===== src/rtl/cache_ctrl_assoc_pkg.sv =====
// Shared FSM state encodings and width helpers for the cache_ctrl_assoc controller.
package cache_ctrl_assoc_pkg;

   localparam logic [1:0] ST_IDLE       = 2'd0;
   localparam logic [1:0] ST_COMPARE    = 2'd1;
   localparam logic [1:0] ST_WRITE_BACK = 2'd2;
   localparam logic [1:0] ST_ALLOCATE   = 2'd3;

   // A direct-mapped cache still needs one bit to drive way_sel.
   function automatic int way_bits(input int ways);
      return (ways > 1) ? $clog2(ways) : 1;
   endfunction

endpackage


===== src/rtl/cache_ctrl_assoc_victim_sel.sv =====
// Combinational tag compare and victim pick for one set: lowest matching way hits,
// lowest invalid way is preferred as victim, otherwise the round-robin pointer decides.
module cache_ctrl_assoc_victim_sel
   import cache_ctrl_assoc_pkg::*;
#(
   parameter  int WAYS  = 2,
   parameter  int TAG_W = 21,
   localparam int WAY_W = way_bits(WAYS)
) (
   input  logic [WAYS-1:0]       i_valid,
   input  logic [WAYS-1:0]       i_dirty,
   input  logic [WAYS*TAG_W-1:0] i_tags,
   input  logic [TAG_W-1:0]      i_tag,
   input  logic [WAY_W-1:0]      i_rr_ptr,
   output logic                  o_hit,
   output logic [WAY_W-1:0]      o_hit_way,
   output logic [WAY_W-1:0]      o_victim_way,
   output logic                  o_victim_dirty,
   output logic                  o_victim_rr
);

   logic             w_any_inv;
   logic [WAY_W-1:0] w_inv_way;

   always_comb begin
      o_hit          = 1'b0;
      o_hit_way      = '0;
      w_any_inv      = 1'b0;
      w_inv_way      = '0;
      o_victim_dirty = 1'b0;
      // Scan downwards so the lowest qualifying way is the last one assigned.
      for (int w = WAYS - 1; w >= 0; w--) begin
         if (i_valid[w] && (i_tags[w*TAG_W +: TAG_W] == i_tag)) begin
            o_hit     = 1'b1;
            o_hit_way = WAY_W'(w);
         end
         if (!i_valid[w]) begin
            w_any_inv = 1'b1;
            w_inv_way = WAY_W'(w);
         end
      end
      o_victim_rr  = ~w_any_inv;
      o_victim_way = w_any_inv ? w_inv_way : i_rr_ptr;
      for (int w = 0; w < WAYS; w++) begin
         if (WAY_W'(w) == o_victim_way)
            o_victim_dirty = i_valid[w] & i_dirty[w];
      end
   end

endmodule


===== src/rtl/cache_ctrl_assoc.sv =====
// N-way set-associative write-back/write-allocate L1 controller FSM with per-set RR replacement.
// Optional hit/miss statistics counters are built when CACHE_STATS_EN is defined.
module cache_ctrl_assoc
   import cache_ctrl_assoc_pkg::*;
#(
   parameter  int ADDR_W   = 32,
   parameter  int INDEX_W  = 7,
   parameter  int OFFSET_W = 4,
   parameter  int WAYS     = 2,
   parameter  int CNT_W    = 16,
   localparam int TAG_W    = ADDR_W - INDEX_W - OFFSET_W,
   localparam int WAY_W    = way_bits(WAYS)
) (
   input  logic                  clk,
   input  logic                  reset,
   input  logic                  ld,
   input  logic                  st,
   input  logic [ADDR_W-1:0]     addr,
   input  logic [WAYS-1:0]       way_valid,
   input  logic [WAYS-1:0]       way_dirty,
   input  logic [WAYS*TAG_W-1:0] way_tag,
   input  logic                  l2_ack,
   input  logic                  write_done,
   output logic                  hit,
   output logic                  miss,
   output logic                  load_ready,
   output logic                  write_l1,
   output logic                  write_l2,
   output logic                  read_l2,
   output logic [WAY_W-1:0]      way_sel,
   output logic [INDEX_W-1:0]    index,
   output logic                  busy,
   output logic [1:0]            state
`ifdef CACHE_STATS_EN
   ,
   output logic [CNT_W-1:0]      hit_cnt,
   output logic [CNT_W-1:0]      miss_cnt
`endif
);

   localparam int SETS = 2 ** INDEX_W;

   logic [1:0]         r_state;
   logic [TAG_W-1:0]   r_tag;
   logic [INDEX_W-1:0] r_index;
   logic               r_op_ld;
   logic [WAY_W-1:0]   r_victim;
   logic               r_victim_rr;

   logic               w_hit;
   logic [WAY_W-1:0]   w_hit_way;
   logic [WAY_W-1:0]   w_victim_way;
   logic               w_victim_dirty;
   logic               w_victim_rr;
   logic [WAY_W-1:0]   w_rr_ptr;
   logic               w_cmp;
   logic               w_wb;
   logic               w_alloc;
   logic               w_fill;
   logic               w_unused_offset;

   assign w_unused_offset = ^addr[OFFSET_W-1:0];

   cache_ctrl_assoc_victim_sel #(
      .WAYS  (WAYS),
      .TAG_W (TAG_W)
   ) u_victim_sel (
      .i_valid        (way_valid),
      .i_dirty        (way_dirty),
      .i_tags         (way_tag),
      .i_tag          (r_tag),
      .i_rr_ptr       (w_rr_ptr),
      .o_hit          (w_hit),
      .o_hit_way      (w_hit_way),
      .o_victim_way   (w_victim_way),
      .o_victim_dirty (w_victim_dirty),
      .o_victim_rr    (w_victim_rr)
   );

   assign w_cmp   = (r_state == ST_COMPARE);
   assign w_wb    = (r_state == ST_WRITE_BACK);
   assign w_alloc = (r_state == ST_ALLOCATE);
   assign w_fill  = w_alloc & l2_ack;

   generate
      if (WAYS > 1) begin : g_rr
         logic [WAY_W-1:0] r_rr [SETS];

         // The pointer only moves when it actually chose the victim; invalid-way fills leave it.
         always_ff @(posedge clk or negedge reset) begin
            if (!reset) begin
               for (int s = 0; s < SETS; s++) r_rr[s] <= '0;
            end else if (w_fill && r_victim_rr) begin
               r_rr[r_index] <= (r_rr[r_index] == WAY_W'(WAYS - 1)) ? '0
                                                                  : r_rr[r_index] + WAY_W'(1);
            end
         end

         assign w_rr_ptr = r_rr[r_index];
      end else begin : g_no_rr
         assign w_rr_ptr = '0;
      end
   endgenerate

   always_ff @(posedge clk or negedge reset) begin
      if (!reset) begin
         r_state     <= ST_IDLE;
         r_tag       <= '0;
         r_index     <= '0;
         r_op_ld     <= 1'b0;
         r_victim    <= '0;
         r_victim_rr <= 1'b0;
      end else begin
         case (r_state)
            ST_IDLE: begin
               if (ld || st) begin
                  r_tag   <= addr[ADDR_W-1 -: TAG_W];
                  r_index <= addr[OFFSET_W +: INDEX_W];
                  r_op_ld <= ~st;
                  r_state <= ST_COMPARE;
               end
            end
            ST_COMPARE: begin
               if (w_hit) begin
                  r_state <= ST_IDLE;
               end else begin
                  r_victim    <= w_victim_way;
                  r_victim_rr <= w_victim_rr;
                  r_state     <= w_victim_dirty ? ST_WRITE_BACK : ST_ALLOCATE;
               end
            end
            ST_WRITE_BACK: if (write_done) r_state <= ST_ALLOCATE;
            ST_ALLOCATE:   if (l2_ack)     r_state <= ST_COMPARE;
            default:       r_state <= ST_IDLE;
         endcase
      end
   end

   // Outputs decode straight from the state register so an async reset clears them at once.
   assign hit        = w_cmp & w_hit;
   assign miss       = w_cmp & ~w_hit;
   assign load_ready = hit & r_op_ld;
   assign write_l1   = (hit & ~r_op_ld) | w_fill;
   assign write_l2   = w_wb;
   assign read_l2    = w_alloc;
   assign way_sel    = w_cmp ? (w_hit ? w_hit_way : w_victim_way)
                             : ((w_wb | w_alloc) ? r_victim : '0);
   assign index      = r_index;
   assign busy       = (r_state != ST_IDLE);
   assign state      = r_state;

`ifdef CACHE_STATS_EN
   logic [CNT_W-1:0] r_hit_cnt;
   logic [CNT_W-1:0] r_miss_cnt;

   function automatic logic [CNT_W-1:0] sat_inc(input logic [CNT_W-1:0] v);
      return (&v) ? v : v + CNT_W'(1);
   endfunction

   always_ff @(posedge clk or negedge reset) begin
      if (!reset) begin
         r_hit_cnt  <= '0;
         r_miss_cnt <= '0;
      end else begin
         if (hit)  r_hit_cnt  <= sat_inc(r_hit_cnt);
         if (miss) r_miss_cnt <= sat_inc(r_miss_cnt);
      end
   end

   assign hit_cnt  = r_hit_cnt;
   assign miss_cnt = r_miss_cnt;
`else
   localparam int unused_cnt_w = CNT_W;
`endif

endmodule

===== config.mk =====
export PLATFORM = sky130hd
export DESIGN_NAME = cache_ctrl_assoc
export DESIGN_NICKNAME = d
export VERILOG_FILES = /design/src/rtl/cache_ctrl_assoc_pkg.sv /design/src/rtl/cache_ctrl_assoc_victim_sel.sv /design/src/rtl/cache_ctrl_assoc.sv
export SDC_FILE = /design/constraint.sdc
export NUM_CORES = 1
export LEC_CHECK = 0
export ABC_CLOCK_PERIOD_IN_PS = 2700
export CORE_UTILIZATION = 39
export CTS_CLUSTER_SIZE = 8
export DETAILED_ROUTE_END_ITERATION = 8
export GPL_TIMING_DRIVEN = 0
export PLACE_DENSITY_LB_ADDON = 0.3
export SYNTH_ARGS = -nofsm -noshare
export SYNTH_HDL_FRONTEND = slang
export SYNTH_HIERARCHICAL = 1
export SYNTH_SLANG_ARGS = --single-unit

===== constraint.sdc =====
create_clock -name clk -period 2.7 [get_ports clk]
set_input_delay 0.27 -clock clk [delete_from_list [all_inputs] [get_ports clk]]
set_output_delay 0.27 -clock clk [all_outputs]
set_load 0.005 [all_outputs]

Yosys cells after proc, flatten, opt, wreduce, memory -nomap -nowiden
Index checks and enable logic that the tools add are counted.
W data, S select, Z words.
{ "classes": {"n_addsub": 1, "magnitude_cmp": 2, "n_eq_ne": 8, "muxes": 24, "n_bitwise": 14, "n_reduce_logical": 10} }
{ "ops": {"columns": ["operator", "count"], "rows": [
  ["$bwmux W128", 1],
  ["$eq A21 B21 Y1", 2],
  ["$mux W1", 16],
  ["$ge A8 B8 Y1 const B", 1],
  ["$lt A8 B1 Y1 const B", 1],
  ["$mux W2", 4],
  ["$not A7 Y8", 1],
  ["$pmux W2 S4", 1],
  ["$and A1 B1 Y1", 7],
  ["$bmux W1 S7", 1],
  ["$demux W1 S7", 1],
  ["$ne A2 B2 Y1 const B", 3],
  ["$eq A2 B2 Y1 const B", 2],
  ["$logic_and A1 B1 Y1", 4],
  ["$not A1 Y1", 4],
  ["$reduce_and A2 Y1", 2],
  ["$reduce_and A3 Y1", 1],
  ["$eq A2 B1 Y1 const B", 1],
  ["$logic_not A2 Y1", 1],
  ["$or A1 B1 Y1", 2],
  ["$reduce_bool A2 Y1", 1],
  ["$add A1 B1 Y1 const B", 1],
  ["$logic_or A1 B1 Y1", 1]
]} }
{ "totals": {"ff_bits": 161, "out_inout_bits": 17} }

Logic depth before layout (Yosys ltp)
Gate-level depths: netlist (run 1).
{ "logic_depth": {"word_depth": 9, "depth_mapped": 15} }

Hierarchy
Netlist (run 1), hierarchy kept.
{ "by_module_without_submodules": {"columns": ["module", "n_inst", "cells_each", "area_each_um2"], "rows": [
  ["cache_ctrl_assoc", 1, 691, 8106.5],
  ["cache_ctrl_assoc_victim_sel", 1, 63, 540.5]
]} }

Worst setup path after synthesis (run 1)
Ideal clock, no wire load.
{ "synth_path": {"path_type": "reg2out", "from": "reg r_index[1] (netlist: index[1])", "to": "out way_sel", "arrival_time_ns": 2.645, "path_slack_ns": -0.215, "stages_incl_launch_ff": 14, "cell_sequence": "dfrtp_1 > buf_4 > buf_4 > mux4_2 > mux2i_1 > o22ai_1 > a311oi_2 > clkbuf_1 > o311ai_1 > inv_1 > a21boi_0 > mux2_2 > nand2_1 > o21ai_0"} }
{ "synth_via": {"elab_chain_len": 7} }
{ "synth_rtl": {"columns": ["item", "line_no", "text"], "rows": [
  ["start: declaration", "cache_ctrl_assoc.sv:45", "logic [INDEX_W-1:0] r_index;"],
  ["start signal: assignment", "cache_ctrl_assoc.sv:118", "r_index <= addr[OFFSET_W +: INDEX_W];"],
  ["$not A7 Y8 (implied by the code)", "cache_ctrl_assoc.sv:99", "assign w_rr_ptr = r_rr[r_index];"],
  ["$bmux W1 S7", "cache_ctrl_assoc.sv:99", null],
  ["$mux W1 (implied by the code) (2 in a row)", "cache_ctrl_assoc.sv:99", null],
  ["net w_rr_ptr", "cache_ctrl_assoc.sv:55", "logic [WAY_W-1:0] w_rr_ptr;"],
  ["$mux W1", "cache_ctrl_assoc_victim_sel.sv:43", "o_victim_way = w_any_inv ? w_inv_way : i_rr_ptr;"],
  ["net w_victim_way", "cache_ctrl_assoc.sv:52", "logic [WAY_W-1:0] w_victim_way;"],
  ["$mux W1 (2 in a row)", "cache_ctrl_assoc.sv:146", "assign way_sel = w_cmp ? (w_hit ? w_hit_way : w_victim_way)"],
  ["end: declaration", "cache_ctrl_assoc.sv:30", "output logic [WAY_W-1:0] way_sel,"]
]} }
The timed path passes the listed nets, and every way through them passes these cells. The select of a mux whose other input is x is not followed.

Worst setup path in the final report (run 1)
Ends and elaborated chain as after synthesis.

==> results of run 1 <==
[repair_timing]
action / in CTS / in global routing
buffers inserted: 13 / 7
gates resized for setup: 70 / 27
setup endpoints to repair: 116 / 35
pin swaps: 10 / 11
hold buffers: 1 / 0
gates cloned: 1 / 4
endpoints found under the hold margin: 79 / 0
[cells in the final DEF (no fill, tap or decap), drive strengths merged, types with 3 or more instances in the layout]
cell type,instances
dfrtp,161
mux2,132
nor2,110
clkdlybuf4s50,90
clkbuf,57
o21ai,42
buf,39
o31ai,32
nand2,29
mux2i,24
xor2,24
xnor2,18
inv,14
mux4,12
nand3,12
nor2b,12
nor4,8
clkinv,7
nand4,6
a21oi,6
a22oi,6
o22ai,5
ha,4
dlygate4sd2,4
a221oi,4
clkinvlp,3
and2,3
o221ai,3
a31oi,3
[state kept, by name, indices dropped and copies added (netlist names)]
signal / count
index: 7
r_op_ld: 1
r_victim: 1
r_tag: 21
state: 2
g_rr.r_rr: 128
r_victim_rr: 1
[cell type report]
cell class	count	area share
Inverter	11	0.00390
Clock buffer	17	0.0379
Timing Repair Buffer	122	0.112
Buffer	52	0.0364
Tap cell	280	0.0312
Clock inverter	15	0.0140
Multi-Input combinational cell	530	0.406
Sequential cell	161	0.359
[cells by family after synthesis]
kind of cell,synth area share
buf+inv,0.0357
xor+xnor,0.0425
mux,0.231
flops,0.466
simple gates,0.0988
fa+ha+maj,0.00579
compound gates,0.120
[report_power, final]
part	internal [mW]	switching, mW
sequential	2.82	0.403
clock	1.37	1.06
combinational	2.30	2.63
total	6.49	4.09
[path summary, 6_finish.rpt]
| check | to | slack [ps] | depth (start not counted) |
|---|---|---|---|
| min | g_rr.r_rr[108]$_DFFE_PN0P_ | 400 | 2 |
| min in group clk | r_tag[16]$_DFFE_PN0P_ | 440 | 2 |
| max | way_sel | -770 | 14 |
| max in group asynchronous | index[0]$_DFFE_PN0P_ | 1470 | 3 |
| max reg2reg | state[0]$_DFFE_PN0P_ | -280 | 14 |
| min reg2reg | g_rr.r_rr[97]$_DFFE_PN0P_ | 500 | 1 |
[per-layer routing]
layer  GRT usage  share of wire  up-vias  wire (um)
met3      0.0491          0.053       29       1270
met5           0              0        -          0
li1            -              -     2992          -
met1       0.300           0.46     3295      10900
met4      0.0650          0.014        0        345
met2       0.332           0.48      183      11400
[through the flow]
| stage | setup WS, ps | setup TNS (ps) | util |
|---|---|---|---|
| floorplan | -71.0 | -71.0 | - |
| global placement | -5610 | -918080 | 0.459 |
| CTS | -730 | -836 | 0.505 |
| detailed placement | -1190 | -17130 | 0.461 |
| global route | -881 | -2500 | 0.517 |
| finish | -775 | -1060 | 0.517 |
==> results.py, run 1 <==
metrics = {
    "sta": {
        "setup_viol": 2,
        "setup_slack_ps": -775,
        "worst_pin_slew_ps": 816,
        "rsz0062_at_grt": "yes",
        "finalCritPeriodShare": 1.29,
        "finalClockSkew_ps": 10.6,
        "layout_min_cycle_time_ps": 3470,
        "timing.final.max_slew_violations": 0,
        "fin_hold_ws_ps": 404,
        "max_freq_ghz": 0.288,
        "slew_headroom": 0.456,
        "final-hold-violation-count": 0,
    },
    "drt": {
        "vias": 6499,
        "drt-initial-drc-count": 455,
        "drt_pass1_iterations": 5,
        "ant_nets": 0,
        "via_per_inst": 5.47,
        "wirelength_um": 23900,
        "route.detailed.drc": 0,
        "wl_per_cell_um": 20.1,
    },
    "cts": {
        "cts_root_buf": "clkbuf_16",
        "cts.htree.levels": 4,
        "clock_sinks": 161,
        "worstSkewPairLatency_ps": 430,
        "cts_tree": "done",
        "clk_path_buf_depth": 2,
        "cts.reportedPaths.clkPinSlew_ps": 70,
        "numCtsBuffers": 17,
    },
    "pwr": {
        "p_leak_nw": 4.81,
        "power.density_mw_per_mm2": 942,
        "irDropWorstVdd_mv": 0.491,
        "power_mw": 10.6,
    },
    "grt": {
        "antenna_found_initial": 0,
        "groute.usage.overall": 0.215,
        "grt_pass1_vias": 6327,
        "grt_pass1_wl_um": 36200,
        "grt_overflow_total": 0,
        "grt_start_max_net_pins": 83,
    },
    "floorplan": {
        "die_w_um": 151,
        "die-area_mm2": 0.0228,
        "start_util": 0.397,
        "rows": 54,
        "design.portCount": 101,
        "coreArea_mm2": 0.0218,
        "die_h_um": 151,
    },
    "cells_and_area": {
        "fin_cells": 1188,
        "design_area_mm2": 0.0112,
        "syn2layout_area_growth_pct": 30.0,
        "multiInputGateArea_mm2": 0.00456,
        "fillCellCount": 1927,
        "nNetsFinal": 983,
        "regArea_mm2": 0.00403,
        "diodes": 0,
        "drive_gt1_frac": 0.328,
    },
    "setup_path": {
        "crit_start": "index[1]$_DFFE_PN0P_",
        "reg2reg_from": "index[1]$_DFFE_PN0P_",
        "crit_slowest_cell": "a2111o_1",
        "arrival_ps": 3200,
        "crit_fanout": 6,
        "cp-start-kind": "flip-flop",
        "crit_chain": "buf_6 > buf_8 > mux2_4 > a22oi_2 > o211ai_1 > a2111o_1 > a31oi_4 > o311ai_4 > inv_1 > a21boi_2 > mux2_4 > nand2_2 > o21ai_2 > buf_2",
        "path_class": "flip-flop to primary output",
        "cp_common_cell": "mux2_4",
        "path_buf_inv": 4,
        "slowest_delay_ps": 440,
        "end_kind": "primary output",
        "required_ps": 2430,
        "critPathTopFamily": "compound AO/OA/AOI/OAI gates",
    },
    "outcome": {
        "violations": "setup timing",
        "outcome": "complete, but fails checks",
    },
    "job": {
        "maxCapViolCount": 0,
    },
    "min_path": {
        "hp-class": "input port to async pin",
    },
    "synth": {
        "yosys-top-cells-count": "161 x dfrtp_1, 131 x mux2_2, 110 x nor2_1",
        "ys_ff_latch": 161,
        "yosysTopAreaCell": "dfrtp_1",
        "syn_avg_cell_area_um2": 11.5,
        "yosysSeqAreaShare": 0.466,
        "async_flop_share": 1.00,
        "synth_area_mm2": 0.00865,
        "yosysMostFrequentCell": "dfrtp_1",
        "synth_cell_types": 60,
        "yosys_warnings": 6,
        "yosys.area.top_type_share": 0.466,
        "synth_ff_type": "dfrtp_1",
        "synth_cells": 754,
        "synth_nets": 842,
        "synthTopCellsByArea": "dfrtp_1 47%, mux2_2 17%, nor2_1 4.8%, o31ai_2 4.3%, mux4_2 3.1%",
        "synth_edf_count": 0,
    },
    "placement": {
        "post-dp-hpwl_um": 15700,
        "gp_congestion": 0.807,
        "dp_cells": 1131,
        "place_area_mm2": 0.0100,
        "port_buffers": 96,
    },
}
(Power assumes the default switching activity.)
==> inputs of run 2 (changes only) <==
--- a/config.mk
+++ b/config.mk
@@ -5,8 +5,8 @@
 export SDC_FILE = /design/constraint.sdc
 export NUM_CORES = 1
 export LEC_CHECK = 0
-export ABC_CLOCK_PERIOD_IN_PS = 2700
-export CORE_UTILIZATION = 39
+export ABC_CLOCK_PERIOD_IN_PS = 3300
+export CORE_UTILIZATION = 45
 export CTS_CLUSTER_SIZE = 8
 export DETAILED_ROUTE_END_ITERATION = 8
 export GPL_TIMING_DRIVEN = 0
==> constraint.sdc (replaced) <==
create_clock -name clk -period 3.3 [get_ports clk]
set_input_delay 0.33 -clock clk [delete_from_list [all_inputs] [get_ports clk]]
set_output_delay 0.33 -clock clk [all_outputs]
set_load 0.005 [all_outputs]
==> run 2 against run 1 <==
- die area fell by 13%
- non-clock buffer count fell by 9
- the flow still finishes with violations (setup timing)
- clock power fell by 17%
- routed wire length fell by 3.2%
- register-to-register slack improved by 650 ps
==> results.py, run 2 (synthesis results as in run 1) <==
metrics = {
    "cts": {
        "cts.reportedPaths.clkPinSlew_ps": 70,
        "cts_tree": "done",
        "clk_path_buf_depth": 2,
        "clock_sinks": 161,
        "worstSkewPairLatency_ps": 440,
        "cts_root_buf": "clkbuf_16",
        "numCtsBuffers": 17,
        "cts.htree.levels": 4,
    },
    "sta": {
        "slew_headroom": 0.453,
        "setup_slack_ps": -179,
        "max_freq_ghz": 0.287,
        "rsz0062_at_grt": "yes",
        "timing.final.max_slew_violations": 0,
        "fin_hold_ws_ps": 425,
        "setup_viol": 1,
        "finalCritPeriodShare": 1.05,
        "worst_pin_slew_ps": 821,
        "layout_min_cycle_time_ps": 3480,
        "final-hold-violation-count": 0,
        "finalClockSkew_ps": 10.2,
    },
    "cells_and_area": {
        "nNetsFinal": 974,
        "drive_gt1_frac": 0.306,
        "largest_register_ff_count": 128,
        "diodes": 0,
        "syn2layout_area_growth_pct": 26.1,
        "fin_cells": 1133,
        "top_register": "g_rr.r_rr",
        "layout_commonest_cell": "dfrtp_1",
        "final_cell_mix": "160 x dfrtp_1, 131 x mux2_2, 109 x nor2_1",
    },
    "grt": {
        "grt_overflow_total": 0,
        "antenna_found_initial": 0,
        "grt_pass1_vias": 6853,
        "groute.usage.overall": 0.249,
        "grt_pass1_wl_um": 37500,
        "grt_start_max_net_pins": 95,
    },
    "floorplan": {
        "design.portCount": 101,
        "rows": 50,
        "die_w_um": 141,
        "start_util": 0.461,
        "die_h_um": 141,
        "die-area_mm2": 0.0198,
        "coreArea_mm2": 0.0188,
    },
    "drt": {
        "via_per_inst": 5.72,
        "wl_per_cell_um": 20.4,
        "wirelength_um": 23100,
        "route.detailed.drc": 0,
        "drt-initial-drc-count": 513,
        "drt_pass1_iterations": 4,
        "ant_nets": 0,
        "vias": 6484,
    },
    "pwr": {
        "irDropWorstVdd_mv": 0.460,
        "power.density_mw_per_mm2": 760,
        "p_leak_nw": 4.67,
    },
    "placement": {
        "post-dp-hpwl_um": 15500,
        "post-place-ws_ps": -994,
        "dp_cells": 1085,
        "port_buffers": 96,
        "gp_congestion": 0.837,
    },
    "outcome": {
        "violations": "setup timing",
        "outcome": "complete, but fails checks",
    },
    "job": {
        "maxCapViolCount": 0,
    },
    "setup_path": {
        "required_ps": 2970,
        "arrival_ps": 3150,
        "crit_fanout": 10,
        "cp-start-kind": "flip-flop",
        "path_class": "flip-flop to primary output",
        "end_kind": "primary output",
    },
    "min_path": {
        "hp-class": "input port to async pin",
    },
}
==> run 2: worst max-delay path, stage by stage (launching register included) <==
cell      delay, ps
dfrtp_1         370
buf_6           130
buf_8           180
mux4_2          520
mux2i_1         130
o22ai_1         100
a311oi_2        290
clkbuf_8        220
o311ai_4        110
inv_1            90
a21boi_2         60
mux2_2          260
nand2_1          70
o21ai_1          50
buf_2           130
==> run 2: through the flow <==
stage	power [mW]	util	TNS (ps)	cell area [um2]
floorplan	4.65	-	0	8650
global placement	5.73	0.528	-791980	9900
detailed placement	5.76	0.529	-1310	9930
CTS	8.27	0.580	-176	10900
global route	8.68	0.581	-288	10900
finish	8.29	0.581	-179	10900
==> run 2: layout make-up <==
cell class	count	area, um2
flip-flops and latches	161	4030
clock inverters	10	128
repair buffers	114	1140
multi-input cells	530	4430
clock buffers	22	474
fillers	1585	7860
well taps	234	293
inverters	11	43.8
plain buffers	51	367
==> run 2: power breakdown <==
part / switching (mW) / internal [mW] / total, mW
Sequential: 0.324 / 2.31 / 2.63
Combinational: 1.99 / 1.65 / 3.64
Clock: 0.830 / 1.18 / 2.01
==> run 2: what timing repair did <==
action / in CTS / in global routing
resized for setup: 64 / 4
hold buffers: 1 / 0
buffers inserted: 13 / 2
pin swaps: 8 / 7
gates cloned: 1 / 0
endpoints found under the setup margin: 3 / 1
hold endpoints to repair: 67 / 0
==> run 2: metal layers <==
layer / global-route usage / vias up / wire (um)
met3: 0.0724 / 55 / 1660
met2: 0.397 / 232 / 11000
met5: 0 / - / 0
met1: 0.318 / 3220 / 9780
met4: 0.0995 / 0 / 667
li1: - / 2977 / -
==> run 2: worst paths after layout <==
| check | start | to | slack (ps) | cells after the start |
|---|---|---|---|---|
| worst max-delay path | index[1]$_DFFE_PN0P_ | way_sel | -180 | 14 |
| worst min-delay path | reset | g_rr.r_rr[14]$_DFFE_PN0P_ | 420 | 2 |
| worst max register to register | index[0]$_DFFE_PN0P_ | state[0]$_DFFE_PN0P_ | 370 | 12 |
| worst min register to register | g_rr.r_rr[102]$_DFFE_PN0P_ | g_rr.r_rr[102]$_DFFE_PN0P_ | 500 | 1 |
| max in group asynchronous | reset | g_rr.r_rr[90]$_DFFE_PN0P_ | 2010 | 3 |
| min in group clk | addr[21] | r_tag[10]$_DFFE_PN0P_ | 500 | 2 |
==> inputs of run 3 (changes only) <==
--- a/config.mk
+++ b/config.mk
@@ -5,7 +5,7 @@
 export SDC_FILE = /design/constraint.sdc
 export NUM_CORES = 1
 export LEC_CHECK = 0
-export ABC_CLOCK_PERIOD_IN_PS = 3300
+export ABC_CLOCK_PERIOD_IN_PS = 3900
 export CORE_UTILIZATION = 45
 export CTS_CLUSTER_SIZE = 8
 export DETAILED_ROUTE_END_ITERATION = 8
==> constraint.sdc (replaced) <==
create_clock -name clk -period 3.9 [get_ports clk]
set_input_delay 0.39 -clock clk [delete_from_list [all_inputs] [get_ports clk]]
set_output_delay 0.39 -clock clk [all_outputs]
set_load 0.005 [all_outputs]
==> run 3 against run 2 <==
- the flow now finishes without violations
- die area unchanged
- clock skew is essentially flat
- count of clock-buffer cells in the layout unchanged
- critical path depth down 2
- total power decreased by 17%
- final cell count shrank 0.88%
- routed wire length shrank 0.75%
- clock power down 15%
- via count is 0.83% lower
==> results.py, run 3 (synthesis results as in run 1) <==
metrics = {
    "sta": {
        "setup_viol": 0,
        "timing.final.max_slew_violations": 0,
        "finalCritPeriodShare": 0.967,
        "worst_pin_slew_ps": 812,
        "rsz0062_at_grt": "no",
        "finalClockSkew_ps": 10.1,
        "layout_min_cycle_time_ps": 3770,
        "finalSetupTns_ps": 0,
        "max_freq_ghz": 0.265,
        "final-hold-violation-count": 0,
        "slew_headroom": 0.458,
    },
    "cts": {
        "cts_tree": "done",
        "cts.htree.levels": 4,
        "worstSkewPairLatency_ps": 440,
        "clock_sinks": 161,
        "clk_path_buf_depth": 2,
        "numCtsBuffers": 17,
        "cts_root_buf": "clkbuf_16",
        "cts.reportedPaths.clkPinSlew_ps": 70,
    },
    "setup_path": {
        "slowest_delay_ps": 610,
        "rrSetupSlack_ps": 900,
        "crit_end": "way_sel",
        "required_ps": 3510,
        "crit_chain": "nor2b_1 > nand2_1 > a21oi_1 > a311oi_2 > clkbuf_8 > o311ai_4 > inv_1 > a21boi_1 > mux2_2 > nand2_1 > o21ai_0 > dlygate4sd2_1",
        "arrival_ps": 3380,
        "crit_start": "index[4]$_DFFE_PN0P_",
        "crit_slowest_cell": "nor2b_1",
        "worst_r2r_endpoint": "state[0]$_DFFE_PN0P_",
        "path_class": "flip-flop to primary output",
        "cp-start-kind": "flip-flop",
        "r2r_cells": 11,
        "end_kind": "primary output",
        "crit_fanout": 9,
        "reg2reg_from": "index[4]$_DFFE_PN0P_",
        "cp_common_cell": "nand2_1",
    },
    "drt": {
        "drt-initial-drc-count": 555,
        "drt_pass1_iterations": 5,
        "wirelength_um": 22900,
        "vias": 6430,
        "route.detailed.drc": 0,
        "wl_per_cell_um": 20.4,
        "via_per_inst": 5.73,
        "ant_nets": 0,
    },
    "placement": {
        "place_area_mm2": 0.00993,
        "gp_congestion": 0.837,
        "dp_cells": 1085,
        "post-dp-hpwl_um": 15500,
        "port_buffers": 96,
    },
    "cells_and_area": {
        "nNetsFinal": 964,
        "largest_register_ff_count": 128,
        "design_area_mm2": 0.0108,
        "fin_cells": 1123,
        "syn2layout_area_growth_pct": 24.6,
        "diodes": 0,
        "final_cell_mix": "160 x dfrtp_1, 131 x mux2_2, 109 x nor2_1",
        "fillCellCount": 1614,
        "regArea_mm2": 0.00403,
        "multiInputGateArea_mm2": 0.00441,
        "drive_gt1_frac": 0.294,
        "top_register": "g_rr.r_rr",
        "layout_commonest_cell": "dfrtp_1",
    },
    "grt": {
        "grt_pass1_vias": 6774,
        "grt_pass1_wl_um": 37100,
        "grt_overflow_total": 0,
        "groute.usage.overall": 0.246,
        "grt_start_max_net_pins": 95,
        "antenna_found_initial": 0,
    },
    "pwr": {
        "irDropWorstVdd_mv": 0.378,
        "power_mw": 6.86,
        "p_leak_nw": 4.59,
        "power.density_mw_per_mm2": 637,
    },
    "floorplan": {
        "start_util": 0.461,
        "die_w_um": 141,
        "die_h_um": 141,
        "rows": 50,
        "coreArea_mm2": 0.0188,
        "die-area_mm2": 0.0198,
        "design.portCount": 101,
    },
    "job": {
        "maxCapViolCount": 0,
    },
    "min_path": {
        "hp-class": "input port to async pin",
    },
    "outcome": {
        "outcome": "finished, final reports clean",
    },
}
run 3: changes by cell type in the layout (fill, tap and decap cells not counted), moves of 2 or more:
| cell | before | now |
|---|---|---|
| buf_12 | 4 | 2 |
| buf_4 | 16 | 8 |
| nor2b_4 | 3 | 1 |
| o21ai_0 | 40 | 42 |
| o21ai_1 | 2 | 0 |
run 3: through the flow:
step	utilization	setup WS (ps)	hold WS, ps
CTS	0.574	152	502
floorplan	-	865	94.4
detailed placement	0.529	-454	376
finish	0.574	130	484
global route	0.574	9.00	515
global placement	0.528	-4380	484
run 3: area by class of cell:
type / instances / share of cell area
Multi-Input combinational cell: 530 / 0.409
Sequential cell: 161 / 0.374
Timing Repair Buffer: 104 / 0.0972
Clock buffer: 22 / 0.0440
Buffer: 51 / 0.0321
Tap cell: 234 / 0.0272
Clock inverter: 10 / 0.0118
Inverter: 11 / 0.00407
run 3: critical path, delay by kind of cell, from the launching register on:
kind,cells,cell delay (ps)
compound gates,5,670
flops,1,530
buf+inv,3,530
simple gates,3,1060
mux,1,170
run 3: layer usage:
| layer | wire length, um | track usage | up-vias | share of wire |
|---|---|---|---|---|
| met5 | 0 | 0 | - | 0 |
| met4 | 553 | 0.0887 | 0 | 0.024 |
| met3 | 1640 | 0.0686 | 52 | 0.071 |
| met2 | 11000 | 0.394 | 232 | 0.48 |
| met1 | 9770 | 0.320 | 3191 | 0.43 |
| li1 | - | - | 2955 | - |
run 3: power by group:
| group | internal, mW | switching (mW) | leakage, nW | total, mW |
|---|---|---|---|---|
| clock network | 1.00 | 0.708 | 0.287 | 1.71 |
| registers | 1.95 | 0.267 | 2.18 | 2.22 |
| logic | 1.27 | 1.66 | 2.13 | 2.93 |
| total | 4.23 | 2.63 | 4.59 | 6.86 |
run 3: repair_timing:
| item | 4_1_cts | 5_1_grt |
|---|---|---|
| buffers inserted | 6 | 0 |
| pin swaps | 6 | 2 |
| resized for setup | 53 | 0 |
| hold buffers | 1 | 0 |
| setup endpoints to repair | 1 | 1 |
| hold endpoints to repair | 67 | 0 |
run 3: worst min-delay path by stage:
stage                     cells past startpoint                          to
after floorplan                               0    g_rr.r_rr[0]$_DFFE_PN0P_
after global placement                        1   g_rr.r_rr[72]$_DFFE_PN0P_
after detailed placement                      1   g_rr.r_rr[14]$_DFFE_PN0P_
after CTS                                     2   g_rr.r_rr[12]$_DFFE_PN0P_
after global routing                          1  g_rr.r_rr[115]$_DFFE_PN0P_
final                                         2   g_rr.r_rr[14]$_DFFE_PN0P_
